`config.mk`:
```
export PLATFORM = sky130hd
export DESIGN_NAME = soc_misc_wb
export DESIGN_NICKNAME = d
export VERILOG_FILES = /design/src/rtl/soc_misc_wb.sv
export SDC_FILE = /design/constraint.sdc
export NUM_CORES = 1
export LEC_CHECK = 0
export CORE_MARGIN = 2
export CORE_UTILIZATION = 49
export CTS_BUF_LIST = sky130_fd_sc_hd__clkbuf_16
export CTS_CLUSTER_SIZE = 25
export DETAILED_ROUTE_END_ITERATION = 8
export PLACE_DENSITY = 0.87
export SYNTH_ARGS = -nofsm -noshare
export SYNTH_HDL_FRONTEND = slang
export SYNTH_SLANG_ARGS = --single-unit
```
`constraint.sdc`:
```
create_clock -name clk -period 2.4 [get_ports clk]
set_clock_uncertainty 0.2 [all_clocks]
set_input_delay 0.24 -clock clk [delete_from_list [all_inputs] [get_ports clk]]
set_output_delay 0.24 -clock clk [all_outputs]
set_load 0.01 [all_outputs]
```
`src/rtl/soc_misc_wb.sv`:
```
`default_nettype none
// +--------------------------------------------------------------------------+
// | Module      : soc_misc_wb                                                |
// | Description : Misc Wishbone slave with a keyed warmboot register,        |
// |               N_CH LED blink generators sharing one prescaler and an     |
// |               optional watchdog reset request.                           |
// | Options     : define SOC_MISC_WDT_EN to build the watchdog.              |
// | Revision    : 1.0  initial multi-channel release                         |
// +--------------------------------------------------------------------------+
module soc_misc_wb #(
  parameter int N_CH    = 2,
  parameter int TW      = 11,
  parameter int PRESC_W = 14,
  parameter int WDT_W   = 24,
  parameter int AW      = 4
) (
  input  logic            clk,
  input  logic            rst_n,
  input  logic [AW-1:0]   wb_addr,
  output logic [31:0]     wb_rdata,
  input  logic [31:0]     wb_wdata,
  input  logic            wb_we,
  input  logic            wb_cyc,
  output logic            wb_ack,
  output logic            boot_now,
  output logic [1:0]      boot_sel,
  output logic [N_CH-1:0] led,
  output logic            rst_req
);

  localparam logic [15:0] ID_MAGIC   = 16'h4D53;
  localparam logic [3:0]  N_CH_FIELD = 4'(N_CH);
  localparam logic [7:0]  BOOT_KEY   = 8'hA5;
`ifdef SOC_MISC_WDT_EN
  localparam logic        WDT_PRESENT = 1'b1;
`else
  localparam logic        WDT_PRESENT = 1'b0;
`endif

  typedef enum logic {
    ST_ON  = 1'b0,
    ST_OFF = 1'b1
  } blink_state_e;

  // Bus, boot and prescaler state
  logic               ack_q, ack_d;
  logic [31:0]        rdata_q, rdata_d;
  logic               boot_now_q, boot_now_d;
  logic [1:0]         boot_sel_q, boot_sel_d;
  logic [PRESC_W-1:0] presc_q, presc_d;
  logic               tick_q, tick_d;

  logic [31:0]        addr_w;
  logic               wr_commit;
  logic [31:0]        rd_mux;
  logic [31:0]        wdt_rd;
  logic [N_CH-1:0]    led_sel;
  logic [31:0]        led_rd [N_CH];
  logic               unused_wdata;

  assign addr_w       = 32'(wb_addr);
  // Writes take effect at the end of the ack cycle, while the master still holds cyc.
  assign wr_commit    = wb_cyc & wb_we & ack_q;
  assign unused_wdata = ^wb_wdata;

  assign wb_ack   = ack_q;
  assign wb_rdata = rdata_q;
  assign boot_now = boot_now_q;
  assign boot_sel = boot_sel_q;

  // Read mux: selects the addressed register word, zero for unmapped words
  always_comb begin
    rd_mux = '0;
    if (addr_w == 32'd0) begin
      rd_mux = {29'b0, boot_now_q, boot_sel_q};
    end else if (addr_w == 32'd1) begin
      rd_mux = {ID_MAGIC, 7'b0, WDT_PRESENT, 4'b0, N_CH_FIELD};
    end else if (addr_w == 32'd2) begin
      rd_mux = wdt_rd;
    end else begin
      for (int c = 0; c < N_CH; c++) begin
        if (led_sel[c]) rd_mux = led_rd[c];
      end
    end
  end

  // Next state for ack/rdata, the keyed boot register and the prescaler
  always_comb begin
    ack_d      = wb_cyc & ~ack_q;
    rdata_d    = (wb_cyc & ~ack_q) ? rd_mux : 32'h0;
    boot_now_d = boot_now_q;
    boot_sel_d = boot_sel_q;
    // Once boot_now is set the register is frozen until reset.
    if (wr_commit && (addr_w == 32'd0) && (wb_wdata[15:8] == BOOT_KEY) && !boot_now_q) begin
      boot_now_d = wb_wdata[2];
      boot_sel_d = wb_wdata[1:0];
    end
    presc_d = presc_q + PRESC_W'(1);
    // Registered so the tick lands in the cycle the counter reads zero.
    tick_d  = &presc_q;
  end

  // Bus, boot and prescaler registers
  always_ff @(posedge clk or negedge rst_n) begin
    if (!rst_n) begin
      ack_q      <= 1'b0;
      rdata_q    <= '0;
      boot_now_q <= 1'b0;
      boot_sel_q <= '0;
      presc_q    <= '0;
      tick_q     <= 1'b0;
    end else begin
      ack_q      <= ack_d;
      rdata_q    <= rdata_d;
      boot_now_q <= boot_now_d;
      boot_sel_q <= boot_sel_d;
      presc_q    <= presc_d;
      tick_q     <= tick_d;
    end
  end

  for (genvar c = 0; c < N_CH; c++) begin : g_ch
    logic               ena_q, ena_d;
    logic [TW-1:0]      on_q, on_d;
    logic [TW-1:0]      off_q, off_d;
    logic [TW-1:0]      cnt_q, cnt_d;
    blink_state_e       state_q, state_d;
    logic               led_q, led_d;
    logic               ch_wr;
    logic [TW-1:0]      limit;
    logic [31:0]        rd_word;

    assign led_sel[c] = (addr_w == 32'(8 + c));
    assign ch_wr      = wr_commit & led_sel[c];
    assign led[c]     = led_q;
    assign led_rd[c]  = rd_word;

    // Register read-back layout: ena at 31, off at 16, on at 0
    always_comb begin
      rd_word            = '0;
      rd_word[31]        = ena_q;
      rd_word[16 +: TW]  = off_q;
      rd_word[0 +: TW]   = on_q;
    end

    // Blink FSM: a config write restarts in ON and outranks a coincident tick
    always_comb begin
      ena_d   = ena_q;
      on_d    = on_q;
      off_d   = off_q;
      state_d = state_q;
      cnt_d   = cnt_q;
      limit   = (state_q == ST_ON) ? on_q : off_q;
      if (ch_wr) begin
        ena_d   = wb_wdata[31];
        on_d    = wb_wdata[0 +: TW];
        off_d   = wb_wdata[16 +: TW];
        state_d = ST_ON;
        cnt_d   = '0;
      end else if (!ena_q) begin
        state_d = ST_ON;
        cnt_d   = '0;
      end else if (tick_q) begin
        if (cnt_q == limit) begin
          state_d = (state_q == ST_ON) ? ST_OFF : ST_ON;
          cnt_d   = '0;
        end else begin
          cnt_d   = cnt_q + TW'(1);
        end
      end
      led_d = ena_q & (state_q == ST_ON);
    end

    // Channel configuration, FSM state and registered LED output
    always_ff @(posedge clk or negedge rst_n) begin
      if (!rst_n) begin
        ena_q   <= 1'b0;
        on_q    <= '0;
        off_q   <= '0;
        cnt_q   <= '0;
        state_q <= ST_ON;
        led_q   <= 1'b0;
      end else begin
        ena_q   <= ena_d;
        on_q    <= on_d;
        off_q   <= off_d;
        cnt_q   <= cnt_d;
        state_q <= state_d;
        led_q   <= led_d;
      end
    end
  end

`ifdef SOC_MISC_WDT_EN
  logic             wdt_ena_q, wdt_ena_d;
  logic [WDT_W-1:0] wdt_cnt_q, wdt_cnt_d;
  logic             wdt_wr;
  logic             wdt_fire;

  assign wdt_wr  = wr_commit & (addr_w == 32'd2);
  assign rst_req = wdt_fire;
  assign wdt_rd  = {wdt_ena_q, 7'b0, 24'(wdt_cnt_q)};

  // Watchdog countdown; a kick landing in the expiry cycle suppresses the request
  always_comb begin
    wdt_ena_d = wdt_ena_q;
    wdt_cnt_d = wdt_cnt_q;
    wdt_fire  = 1'b0;
    if (wdt_wr) begin
      wdt_ena_d = wb_wdata[31];
      wdt_cnt_d = wb_wdata[WDT_W-1:0];
    end else if (wdt_ena_q) begin
      if (wdt_cnt_q == '0) begin
        wdt_fire  = 1'b1;
        wdt_ena_d = 1'b0;
      end else begin
        wdt_cnt_d = wdt_cnt_q - WDT_W'(1);
      end
    end
  end

  // Watchdog registers
  always_ff @(posedge clk or negedge rst_n) begin
    if (!rst_n) begin
      wdt_ena_q <= 1'b0;
      wdt_cnt_q <= '0;
    end else begin
      wdt_ena_q <= wdt_ena_d;
      wdt_cnt_q <= wdt_cnt_d;
    end
  end
`else
  assign rst_req = 1'b0;
  assign wdt_rd  = 32'h0;
`endif

endmodule
`default_nettype wire

```
==> metrics <==
outcome finished clean; CTS H-tree depth 4; Hold WC Path Type in -> async; # clock sinks ~120; max cap viols 0; Gate Count Post-Synth approximately 460; Yosys warning total 0; number of DRC markers in iteration 0 389; Clock Path Buffers 2; post-synthesis cell type count between 40 and 50; drt via density 5.79; FFs w/ async S/R, synth 100%; die area 11800 µm²; initial core utilization roughly 50%; synthesized flop and latch total between 100 and 150; Final min period ~2.3 ns; DRC 0; Area Growth Syn to Fin 29.3%; CP Max Fanout 10; first-pass GRT wire length 22800 µm; area of the mapped netlist 5380 µm²; critical path arrival 2.41 ns; total wire length roughly 14000 µm; Vias between 4000 and 5000; Rows 38; clock transition time at the flip-flop clock pins of the worst setup and hold paths 0.05 ns; critical path cell sequence buf_12 > mux2i_2 > xor2_1 > nand4_1 > nor4_2 > mux2_2; CTS Buf Count 17; Chip Width between 100 and 150 µm; initial antenna violation count 0; Final Max Slew Viols 0; startpoint type of the worst setup path flip-flop; crit share post-route a little over nine tenths; final hold vios 0; Crit. End Element flip-flop; dpl hpwl roughly 9600 µm; syn avg cell area roughly 12 µm²; die height 109 µm; num ports 79; Worst VDD drop ~0.61 mV; routability cong. 0.933; crit-path max cell delay ~0.39 ns; layout cells sized above 1 20.9%; area of the core between 10000 and 15000 µm²; CTS tree done; Pwr Total roughly 0.0050 W; WS Path Type reg -> reg; Routed Antenna Nets 0; Req. time, crit path 2.49 ns; register area share after synthesis between 50% and 60%; Synth Flop Type dfrtp_1; postcts setup bufs 0; root buffer cell clkbuf_16; unrepaired setup endpoints after global routing false; PwrDens between 700 and 800 nW/µm²; Total Nets Final 595; Total GRT Usage 25.6%; slowest cell on the critical path dfrtp_1; # fillers ~800; Sum Neg Setup Slack 0 ns; Max Fclk ~430 MHz; drt first pass iters 5; pin count of the biggest net entering global routing 36; Port Buf Inserts 66; # diodes 0; Post-synth EDFFs 0; clock latency at the later pin of the worst-skew pair a little over 0.4 ns; DR WL/cell 19.9 µm; vias in the first global route roughly 4500; Pleak approximately 3.1 nW; GRT overflow 0; Final setup viols 0
-- per-stage QoR --
stage,cell area (µm²),cells,hold slack (ns),utilization [%],worst slack [ns]
CTS,6950,705,0.124,64.4,0.0604
finish,6960,705,0.125,64.5,0.0819
global placement,6370,672,0.0154,59.0,-0.0510
floorplan,5410,468,-0.256,-,0.141
detailed placement,6370,672,0.0236,59.0,-0.0695
global route,6960,705,0.177,64.5,0.0211
-- critical path: cells and delay by family, from the launching register on --
| kind | cells | cell delay (ns) |
|---|---|---|
| flip-flops | 1 | 0.39 |
| XOR/XNOR | 1 | 0.21 |
| multiplexers | 2 | 0.72 |
| AND/OR/NAND/NOR | 2 | 0.51 |
| buffers and inverters | 1 | 0.17 |
-- synth_stat cells (2+ instances only) --
| master | instances | share of area [%] |
|---|---|---|
| xor2_1 | 41 | 6.7 |
| or4bb_1 | 2 | 0.42 |
| nor4_2 | 2 | 0.46 |
| dfrtp_1 | 115 | 53 |
| clkbuf_1 | 13 | 0.91 |
| o211ai_1 | 3 | 0.42 |
| buf_2 | 7 | 0.65 |
| nand3_1 | 13 | 1.2 |
| and4_1 | 6 | 0.98 |
| xnor2_1 | 10 | 1.6 |
| mux2i_1 | 22 | 4.1 |
| buf_4 | 11 | 1.5 |
| nand4_1 | 11 | 1.3 |
| mux2_2 | 47 | 9.8 |
| nor3_1 | 27 | 2.5 |
| nor2_1 | 31 | 2.2 |
| inv_1 | 6 | 0.42 |
| ha_1 | 3 | 0.70 |
| and2_1 | 2 | 0.23 |
| or3_1 | 3 | 0.35 |
| o31ai_1 | 2 | 0.28 |
| nor2b_1 | 3 | 0.35 |
| o22ai_1 | 4 | 0.46 |
| o2111ai_1 | 3 | 0.49 |
| nor4_1 | 2 | 0.23 |
| a21oi_1 | 8 | 0.74 |
| a22oi_1 | 15 | 2.1 |
| and3_1 | 9 | 1.0 |
| nand2_1 | 20 | 1.4 |
| o21ai_0 | 6 | 0.56 |
-- cell type report --
class                      count  area, µm²  area share, %
clock buffer                  17        425           6.11
tap                          140        175           2.52
timing repair buffer          97        968           13.9
clock inverter                15        143           2.05
sequential                   115       2880           41.4
inverter                       6       22.5          0.324
multi-input combinational    315       2350           33.7
-- layer usage --
metal	GRT usage, %	part of all wire [%]	up-vias
met2	42.8	50	172
met5	0	0	-
met1	30.9	41	2066
met4	12.0	3.1	0
met3	6.99	5.7	33
li1	-	-	1812
-- sequential cells by signal, indices dropped and copies added (netlist names), 2 cells and up --
| signal | count |
|---|---|
| g_ch.state_q | 2 |
| g_ch.on_q | 22 |
| g_ch.off_q | 22 |
| g_ch.ena_q | 2 |
| boot_sel | 2 |
| presc_q | 14 |
| g_ch.cnt_q | 22 |
| wb_rdata | 24 |
| g_ch.led_q | 2 |
-- kinds of logic after synthesis --
kind of cell    Yosys count  synth area share, %
compound gates           48                 6.32
fa+ha+maj                 3                0.697
mux                      69                 13.9
simple gates            136                 13.5
other cells               1               0.0697
buf+inv                  38                 3.72
xor+xnor                 51                 8.30
flops                   115                 53.5
-- power by group --
group	total [W]	internal [W]	switching [W]
combinational	0.000469	0.000219	0.000250
sequential	0.00211	0.00203	0.0000810
clock	0.00241	0.00151	0.000897
total	0.00499	0.00376	0.00123
-- cells in the final DEF (no fill, tap or decap), types with 8 or more instances in the layout --
| cell type | count |
|---|---|
| nor3_1 | 27 |
| mux2_2 | 47 |
| and3_1 | 9 |
| nand3_1 | 13 |
| nand2_1 | 20 |
| nand4_1 | 11 |
| clkbuf_16 | 17 |
| xor2_1 | 41 |
| buf_4 | 25 |
| a22oi_1 | 15 |
| clkdlybuf4s50_1 | 65 |
| mux2i_1 | 21 |
| dfrtp_1 | 115 |
| nor2_1 | 29 |
| conb_1 | 8 |
| xnor2_1 | 10 |
| a21oi_1 | 8 |
-- path summary, 6_finish.rpt --
| kind | startpoint | end | slack (ns) | cells past startpoint |
|---|---|---|---|---|
| max | g_ch[0].state_q$_DFFE_PN0P_ | g_ch[0].state_q$_DFFE_PN0P_ | 0.08 | 6 |
| min | rst_n | presc_q[2]$_DFF_PN0_ | 0.12 | 2 |
| max reg2reg | g_ch[0].state_q$_DFFE_PN0P_ | g_ch[0].state_q$_DFFE_PN0P_ | 0.08 | 6 |
| min reg2reg | presc_q[5]$_DFF_PN0_ | presc_q[5]$_DFF_PN0_ | 0.26 | 1 |
| max in group asynchronous | rst_n | g_ch[0].on_q[2]$_DFFE_PN0N_ | 1.28 | 3 |
| min in group clk | wb_wdata[31] | g_ch[0].ena_q$_DFFE_PN0N_ | 0.24 | 3 |
-- what timing repair did --
action,4_1_cts,5_1_grt
setup endpoints to repair,0,1
hold buffers,1,0
gates resized for setup,0,2
endpoints found under the hold margin,99,0
Note: power is estimated with default switching activity, not from simulation.
